### src/rtl/uart_tx_arbiter.sv
// uart_tx_arbiter: shares one UART_TX between NUM_REQ byte producers.
// Round-robin grant (fixed priority with UART_ARB_FIXED_PRIO_EN), burst lock, start timeout.
// Ports: clk, rst_n; req_valid/req_data/req_last in, req_ready out (one-hot);
//   tx_data_in/tx_data_ready out, tx_busy in; grant_valid/grant_id/timeout_err out.
module uart_tx_arbiter #(
  parameter int NUM_REQ       = 4,
  parameter int START_TIMEOUT = 16,
  localparam int ID_W = (NUM_REQ > 2) ? $clog2(NUM_REQ) : 1
) (
  input  logic                 clk,
  input  logic                 rst_n,
  input  logic [NUM_REQ-1:0]   req_valid,
  input  logic [8*NUM_REQ-1:0] req_data,
  input  logic [NUM_REQ-1:0]   req_last,
  output logic [NUM_REQ-1:0]   req_ready,
  output logic [7:0]           tx_data_in,
  output logic                 tx_data_ready,
  input  logic                 tx_busy,
  output logic                 grant_valid,
  output logic [ID_W-1:0]      grant_id,
  output logic                 timeout_err
);

  localparam int CNT_W = $clog2(START_TIMEOUT + 1);

  typedef enum logic [2:0] {
    S_IDLE,
    S_GRANT,
    S_LAUNCH,
    S_WAIT_BUSY,
    S_WAIT_DONE,
    S_HOLD
  } state_e;

  state_e           state_q, state_d;
  logic [ID_W-1:0]  grant_id_q, grant_id_d;
  logic             grant_valid_q, grant_valid_d;
  logic [7:0]       tx_data_q, tx_data_d;
  logic             lock_q, lock_d;
  logic [CNT_W-1:0] cnt_q, cnt_d;
`ifndef UART_ARB_FIXED_PRIO_EN
  logic [ID_W-1:0]  rr_ptr_q, rr_ptr_d;
`endif

  logic [7:0]       data_arr [NUM_REQ];
  logic             pick_found;
  logic [ID_W-1:0]  pick_id;

  always_comb begin
    for (int i = 0; i < NUM_REQ; i++) begin
      data_arr[i] = req_data[8*i +: 8];
    end
  end

  always_comb begin
    pick_found = 1'b0;
    pick_id    = '0;
`ifdef UART_ARB_FIXED_PRIO_EN
    // Scan downward so the lowest valid index is the last writer.
    for (int i = NUM_REQ - 1; i >= 0; i--) begin
      if (req_valid[i]) begin
        pick_found = 1'b1;
        pick_id    = ID_W'(i);
      end
    end
`else
    // First valid index after the last owner, wrapping.
    for (int k = 1; k <= NUM_REQ; k++) begin
      if (!pick_found &&
          req_valid[(int'(rr_ptr_q) + k) % NUM_REQ]) begin
        pick_found = 1'b1;
        pick_id    = ID_W'((int'(rr_ptr_q) + k) % NUM_REQ);
      end
    end
`endif
  end

  always_comb begin
    state_d       = state_q;
    grant_id_d    = grant_id_q;
    grant_valid_d = grant_valid_q;
    tx_data_d     = tx_data_q;
    lock_d        = lock_q;
    cnt_d         = cnt_q;
`ifndef UART_ARB_FIXED_PRIO_EN
    rr_ptr_d      = rr_ptr_q;
`endif
    req_ready     = '0;
    tx_data_ready = 1'b0;
    timeout_err   = 1'b0;
    unique case (state_q)
      S_IDLE: begin
        // A frame still on the wire blocks a new grant.
        if (!tx_busy && pick_found) begin
          grant_id_d    = pick_id;
          grant_valid_d = 1'b1;
          state_d       = S_GRANT;
        end
      end
      S_GRANT: begin
        req_ready[grant_id_q] = 1'b1;
        tx_data_d = data_arr[grant_id_q];
        lock_d    = ~req_last[grant_id_q];
`ifndef UART_ARB_FIXED_PRIO_EN
        rr_ptr_d  = grant_id_q;
`endif
        state_d   = S_LAUNCH;
      end
      S_LAUNCH: begin
        tx_data_ready = 1'b1;
        cnt_d         = '0;
        state_d       = S_WAIT_BUSY;
      end
      S_WAIT_BUSY: begin
        if (tx_busy) begin
          state_d = S_WAIT_DONE;
        end else if (cnt_q == CNT_W'(START_TIMEOUT - 1)) begin
          timeout_err   = 1'b1;
          lock_d        = 1'b0;
          grant_valid_d = 1'b0;
          state_d       = S_IDLE;
        end else begin
          cnt_d = cnt_q + 1'b1;
        end
      end
      S_WAIT_DONE: begin
        if (!tx_busy) begin
          if (lock_q) begin
            state_d = S_HOLD;
          end else begin
            grant_valid_d = 1'b0;
            state_d       = S_IDLE;
          end
        end
      end
      S_HOLD: begin
        if (req_valid[grant_id_q]) begin
          state_d = S_GRANT;
        end
      end
      default: state_d = S_IDLE;
    endcase
  end

  always_ff @(posedge clk or negedge rst_n) begin
    if (!rst_n) begin
      state_q       <= S_IDLE;
      grant_id_q    <= '0;
      grant_valid_q <= 1'b0;
      tx_data_q     <= '0;
      lock_q        <= 1'b0;
      cnt_q         <= '0;
`ifndef UART_ARB_FIXED_PRIO_EN
      rr_ptr_q      <= ID_W'(NUM_REQ - 1);
`endif
    end else begin
      state_q       <= state_d;
      grant_id_q    <= grant_id_d;
      grant_valid_q <= grant_valid_d;
      tx_data_q     <= tx_data_d;
      lock_q        <= lock_d;
      cnt_q         <= cnt_d;
`ifndef UART_ARB_FIXED_PRIO_EN
      rr_ptr_q      <= rr_ptr_d;
`endif
    end
  end

  assign tx_data_in  = tx_data_q;
  assign grant_valid = grant_valid_q;
  assign grant_id    = grant_id_q;

endmodule

### config.mk
export PLATFORM = sky130hd
export DESIGN_NAME = uart_tx_arbiter
export DESIGN_NICKNAME = d
export VERILOG_FILES = /design/src/rtl/uart_tx_arbiter.sv
export SDC_FILE = /design/constraint.sdc
export NUM_CORES = 1
export LEC_CHECK = 0
export BUFFER_PORTS_ARGS = -buffer_cell sky130_fd_sc_hd__buf_2
export CAP_MARGIN = 40
export CORE_UTILIZATION = 51
export DETAILED_ROUTE_END_ITERATION = 16
export PLACE_DENSITY_LB_ADDON = 0.1
export SYNTH_ARGS = -nofsm -noshare
export SYNTH_HDL_FRONTEND = slang
export SYNTH_SLANG_ARGS = --single-unit
### constraint.sdc
create_clock -name clk -period 2.5 [get_ports clk]
set_input_delay 0.25 -clock clk [delete_from_list [all_inputs] [get_ports clk]]
set_output_delay 0.25 -clock clk [all_outputs]
set_load 0.05 [all_outputs]
==> results of run 1 <==
## repair_timing
action / 4_1_cts / 5_1_grt
hold buffers: 1 / 0
endpoints found under the setup margin: 0 / 0
hold endpoints to repair: 20 / 0
## state kept, by name (all words and copies together) (netlist names)
| signal | cells |
|---|---|
| state_q | 3 |
| rr_ptr_q | 2 |
| lock_q | 1 |
| cnt_q | 5 |
| grant_id | 2 |
| tx_data_in | 8 |
| grant_valid | 1 |
## worst reg2reg max path, stage by stage, from the launching register on
cell,delay [ps]
dfrtp_1,420
ha_1,220
and3_1,180
ha_1,210
inv_1,120
nand2b_1,220
o21a_1,200
a21oi_2,110
## Yosys cell counts (2+ instances only)
cell	instances
nor2b_1	3
xnor2_1	2
dfrtp_1	20
buf_2	6
nand3_1	6
nand2_1	30
nor3_1	2
buf_6	2
o21ai_1	4
and3_1	3
ha_1	2
buf_4	2
nand2b_1	5
inv_1	6
mux4_2	10
nor2_1	8
a21oi_1	6
mux2_1	2
o21a_1	2
dfstp_2	2
o21ai_0	6
## how the worst min path moves through the flow
stage               endpoint  slack [ps]  cells after the start
6_report       tx_data_in[0]         350                      4
4_1_cts        tx_data_in[5]         340                      4
2_1_floorplan       cnt_q[0]         -50                      0
3_5_place_dp     grant_valid         250                      1
5_1_grt        tx_data_in[5]         330                      4
3_3_place_gp     grant_valid         240                      1
## layer usage
| metal | up-vias | track usage, % | routed length (um) |
|---|---|---|---|
| met5 | - | 0 | 0 |
| met4 | 0 | 5.36 | 16 |
| met3 | 2 | 4.22 | 145 |
| met2 | 45 | 40.1 | 1520 |
| met1 | 574 | 27.4 | 1320 |
| li1 | 621 | - | - |
## layout make-up
type                            count  area [sq um]  area share (%)
Clock buffer                        4          26.3            1.49
Inverter                            6          22.5            1.28
Multi-Input combinational cell    106           812            46.0
Sequential cell                    22           553            31.3
Tap cell                           31          38.8            2.20
Timing Repair Buffer               61           313            17.7
## cells by family after synthesis
logic type               count (synthesis)  share of synthesized area, %
AO/OA/AOI/OAI                           25                          10.9
multiplexers                            13                          17.7
adder cells (fa/ha/maj)                  2                          1.71
buffers and inverters                   17                          6.43
AND/OR/NAND/NOR                         64                          24.2
flip-flops                              22                          37.9
XOR/XNOR                                 2                          1.20
## power breakdown
part	total (uW)	switching, uW	internal [uW]
registers	762	245	517
logic	1200	732	471
clock network	162	100	62.1
## per-stage QoR
step           util, %  total power, uW  cell area, sq um  hold slack, ps
4_1_cts           64.6             2150              1770             344
3_5_place_dp      63.2             1980              1730             247
2_1_floorplan        -             1760              1460           -45.6
6_report          64.6             2130              1770             350
5_1_grt           64.6             2290              1770             335
3_3_place_gp      63.2             1950              1730             242
==> results.cfg, run 1 <==
[setup_path]
timing.rr.end = state_q[2]
cpPeakStageDelay_ps = 580
crit_end = req_ready[1]
rr_startpoint = cnt_q[0]
cp-start-kind = flip-flop
worstPathArrival_ps = 1970
crit_required_ps = 2250
cpMaxStageDelayCell = dfrtp_1
worstRegToRegCells = 7
path_class = reg -> out
endpoint_kind = primary output
crit_buf_inv = 1
worstPathCellList = nand2b_1 > or2_1 > nor3b_1 > buf_2
worst-path-stages = 4
path_delay_family = simple AND/OR/NAND/NOR gates
crit_start = state_q[0]
rrSetupSlack_ps = 760
path_max_fanout = 13

[synthesis]
synth_edf_count = 0
synth.avg_cell_area_sq_um = 10.1
synth_top_area_share_pct = 34.3
ys_ff_latch = 22
ys_warn_count = 0
syn_area_sq_mm = 0.00146
synth.area.top_cells = dfrtp_1 34%, mux4_2 15%, nand2_1 7.7%, dfstp_2 3.6%, nand2b_1 2.1%
ys.flop_type = dfrtp_1
syn_nets = 190
synth_cell_types = 37
synthArstFlopShare_pct = 100
yosysTopAreaCell = dfrtp_1
synth_seq_area_share_pct = 37.9
synth_cells = 145

[grt]
antenna_found_initial = 0
grt_max_degree = 23
grt_pass1_wl_mm = 5.37
grt_usage_pct = 22.2
grt_pass1_vias = 1227
grt_overflow = 0

[die]
coreArea_sq_mm = 0.00273
rows = 19
die_w_um = 55.5
io_pins = 60
die_h_um = 55.5
start_util_pct = 53.4
die_area_sq_mm = 0.00308

[timing]
fin_crit_ps = 2220
setup_viol = 0
tightestPinTransition_ps = 751
slew_headroom_pct = 50.0
max_freq_mhz = 451
rsz0062_at_grt = false
hold_violations = 0
finalSetupTns_ps = 0
skew_ps = 8.39
fin_crit_sh_pct = 88.6
fin_ws_ps = 284
drv_slew = 0

[status]
status = completed

[clock_network]
cts_root_buf = clkbuf_4
postCtsSetupRepairBufs = 0
clock-sinks = 22
cts.reportedPaths.clkPinSlew_ps = 120
cts_buffer_depth = 2
cts_tree = built
cts_resized = 0
clk_latency_ps = 300
cts_buffers = 3
htreeDepth = 1

[layout]
syn2layout_area_growth_pct = 21.0
num-nets-final = 245
layout_common_cells = 59 x buf_2, 30 x nand2_1, 20 x dfrtp_1
drive_gt1_share_pct = 41.2
final_cells = 230
final_common_cell = buf_2
fillers = 227
antenna_cells = 0

[worst_hold_path]
hold_start = req_data[0]
hp-class = in -> reg

[routing]
firstDrtPassIters = 4
post_drt_wl_per_cell_um = 13.1
drc = 0
drt_iter0_drc = 23
via_count = 1242
wirelength_mm = 3.01
ant_nets = 0
avgViaCountPerCell = 5.40

[power]
leakage_uw = 0.000860
irDropWorstVdd_mv = 0.864
power_density_mw_per_mm2 = 1200

[place]
gp_congestion = 0.771
place_hpwl_mm = 2.36
dp_cells = 225
portBuffers = 59
post-place-ws_ps = 643

[job]
max_cap_viol_count = 0
Power figures use the tool's default switching activity.
==> run 2, diff against run 1 <==
ABC_AREA = 1   (was not set)
CORE_UTILIZATION = 53   (was 51)
==> run 2 against run 1 <==
The run now ends with DRC left. Synthesized area increased by 13%. Power grew 26%. Clock-buffer cell count down 1. Clock skew shrank 6.6 ps. Critical path depth did not move. Routed wire length up 27%. Non-clock buffer count increased by 1. Core utilization grew 6.2 points. Clock power rose by 67%. Design area is 14% higher. Critical endpoint is now req_ready[0]. Highest routed layer unchanged.
==> results.cfg, run 2 <==
[clock_network]
postCtsSetupRepairBufs = 0
cts.reportedPaths.clkPinSlew_ps = 120
cts_buffers = 3
clk_latency_ps = 310
cts_tree = built
htreeDepth = 1
cts_buffer_depth = 2
cts_root_buf = clkbuf_4
clock-sinks = 22

[die]
die_area_sq_mm = 0.00335
io_pins = 60
die_h_um = 57.9
rows = 19
die_w_um = 57.9
coreArea_sq_mm = 0.00285
start_util_pct = 58.0

[setup_path]
cp-start-kind = flip-flop
path_max_fanout = 11
worstPathArrival_ps = 1900
rrSetupSlack_ps = 770
timing.rr.end = state_q[2]
path_class = reg -> out
rr_startpoint = cnt_q[0]
worstRegToRegCells = 10
endpoint_kind = primary output
crit_required_ps = 2250

[routing]
drc = 1
post_drt_wl_per_cell_um = 11.8
ant_nets = 0
firstDrtPassIters = 12
drt_iter0_drc = 57
wirelength_mm = 3.81
avgViaCountPerCell = 5.29
via_count = 1710

[synthesis]
synth_seq_area_share_pct = 33.4
yosysMostFrequentCell = nand2_1
synth_common_cells = 58 x nand2_1, 30 x nor2_1, 26 x o21ai_0, 20 x dfrtp_1, 18 x inv_1
synth.avg_cell_area_sq_um = 7.04
synth_top_area_share_pct = 30.3
ys.flop_type = dfrtp_1
synth_edf_count = 0
synth_cells = 235
syn_nets = 280
ys_ff_latch = 22
syn_area_sq_mm = 0.00165
ys_warn_count = 0
yosysTopAreaCell = dfrtp_1
synth.area.top_cells = dfrtp_1 30%, nand2_1 13%, o21ai_0 7.9%, nor2_1 6.8%, nand2_4 5.4%
synth_cell_types = 32
synthArstFlopShare_pct = 100

[status]
status = finished, violations left
violations = DRC

[timing]
max_freq_mhz = 465
setup_viol = 0
hold_violations = 0
fin_crit_ps = 2150
rsz0062_at_grt = false
finalSetupTns_ps = 0
drv_slew = 0
skew_ps = 1.80
tightestPinTransition_ps = 565
slew_headroom_pct = 62.3
fin_crit_sh_pct = 86.1

[power]
leakage_uw = 0.00109
power_density_mw_per_mm2 = 1330
irDropWorstVdd_mv = 1.06

[grt]
grt_usage_pct = 25.3
grt_overflow = 0
antenna_found_initial = 0
grt_pass1_wl_mm = 6.61
grt_pass1_vias = 1649
grt_max_degree = 25

[worst_hold_path]
hold_path_depth = 5
hold_end = tx_data_in[3]
hp-class = in -> reg
hold_start = req_data[3]

[job]
max_cap_viol_count = 0

[layout]
layout_common_cells = 59 x buf_2, 58 x nand2_1, 30 x nor2_1
num-nets-final = 338
syn2layout_area_growth_pct = 22.0
fin_area_sq_mm = 0.00202
final_common_cell = buf_2
antenna_cells = 0
fillers = 269
drive_gt1_share_pct = 33.2
largest_register_ffs = 8
final_cells = 323

[place]
portBuffers = 59
place_hpwl_mm = 3.03
dp_cells = 318
gp_congestion = 0.807
dpl-instance-area_sq_mm = 0.00196
-- run 2: power by group --
group | leakage, uW | switching (uW) | internal, uW | total [uW]
Combinational | 0.000788 | 1200 | 523 | 1720
Clock | 0.0000279 | 109 | 162 | 271
Sequential | 0.000275 | 175 | 517 | 692
Total | 0.00109 | 1480 | 1200 | 2690
-- run 2: timing repair --
item | CTS | global route
hold endpoints to repair | 20 | 0
gates resized for setup | 0 | 0
hold buffers | 1 | 0
-- run 2: layer usage --
metal  up-vias  share of wire, %  global-route usage [%]
met4         0              0.79                    5.10
met5         -                 0                       0
met1       775                42                    28.1
li1        892                 -                       -
met2        39                53                    48.6
met3         4               4.3                    6.25
-- run 2: worst max path at each step --
stage               slack (ps)        from  cells past startpoint            to
floorplan                  210  state_q[2]                      4  req_ready[0]
global placement           720  state_q[2]                      4  req_ready[0]
detailed placement         700  state_q[2]                      4  req_ready[0]
CTS                        350  state_q[2]                      4  req_ready[0]
global route               200  state_q[2]                      4  req_ready[0]
finish                     350  state_q[2]                      4  req_ready[0]
-- run 2: area by class of cell --
class | count | area, sq um | share of cell area (%)
Clock buffer | 3 | 22.5 | 1.12
Clock inverter | 1 | 30.0 | 1.49
Inverter | 22 | 90.1 | 4.46
Multi-Input combinational cell | 182 | 963 | 47.7
Sequential cell | 22 | 553 | 27.4
Tap cell | 31 | 38.8 | 1.92
Timing Repair Buffer | 62 | 320 | 15.9
-- run 2: stage by stage --
stage / setup WS, ps / power, uW / hold slack, ps / utilization, %
2_1_floorplan: 211 / 2070 / -45.6 / -
3_3_place_gp: 720 / 2400 / 238 / 68.6
3_5_place_dp: 704 / 2430 / 244 / 68.6
4_1_cts: 346 / 2700 / 293 / 70.7
5_1_grt: 203 / 2920 / 331 / 70.7
6_report: 348 / 2690 / 299 / 70.7
-- run 2: worst max-delay path: stages (launching register included) --
cell     delay (ps)
dfrtp_1         490
nor3_2          380
inv_1           260
nor3_1          170
buf_2           290
-- run 2: logic make-up (layout without fill, tap and decap cells) --
family                     after synthesis  in the layout  synth area share [%]
AOI/OAI and AO/OA                       47             47                  15.8
muxes                                    1              1                 0.605
adders and majority gates                2              2                  1.51
buffers and inverters                   31             88                  8.32
and+or+nand+nor                        132            132                  40.3
DFF                                     22             22                  33.4
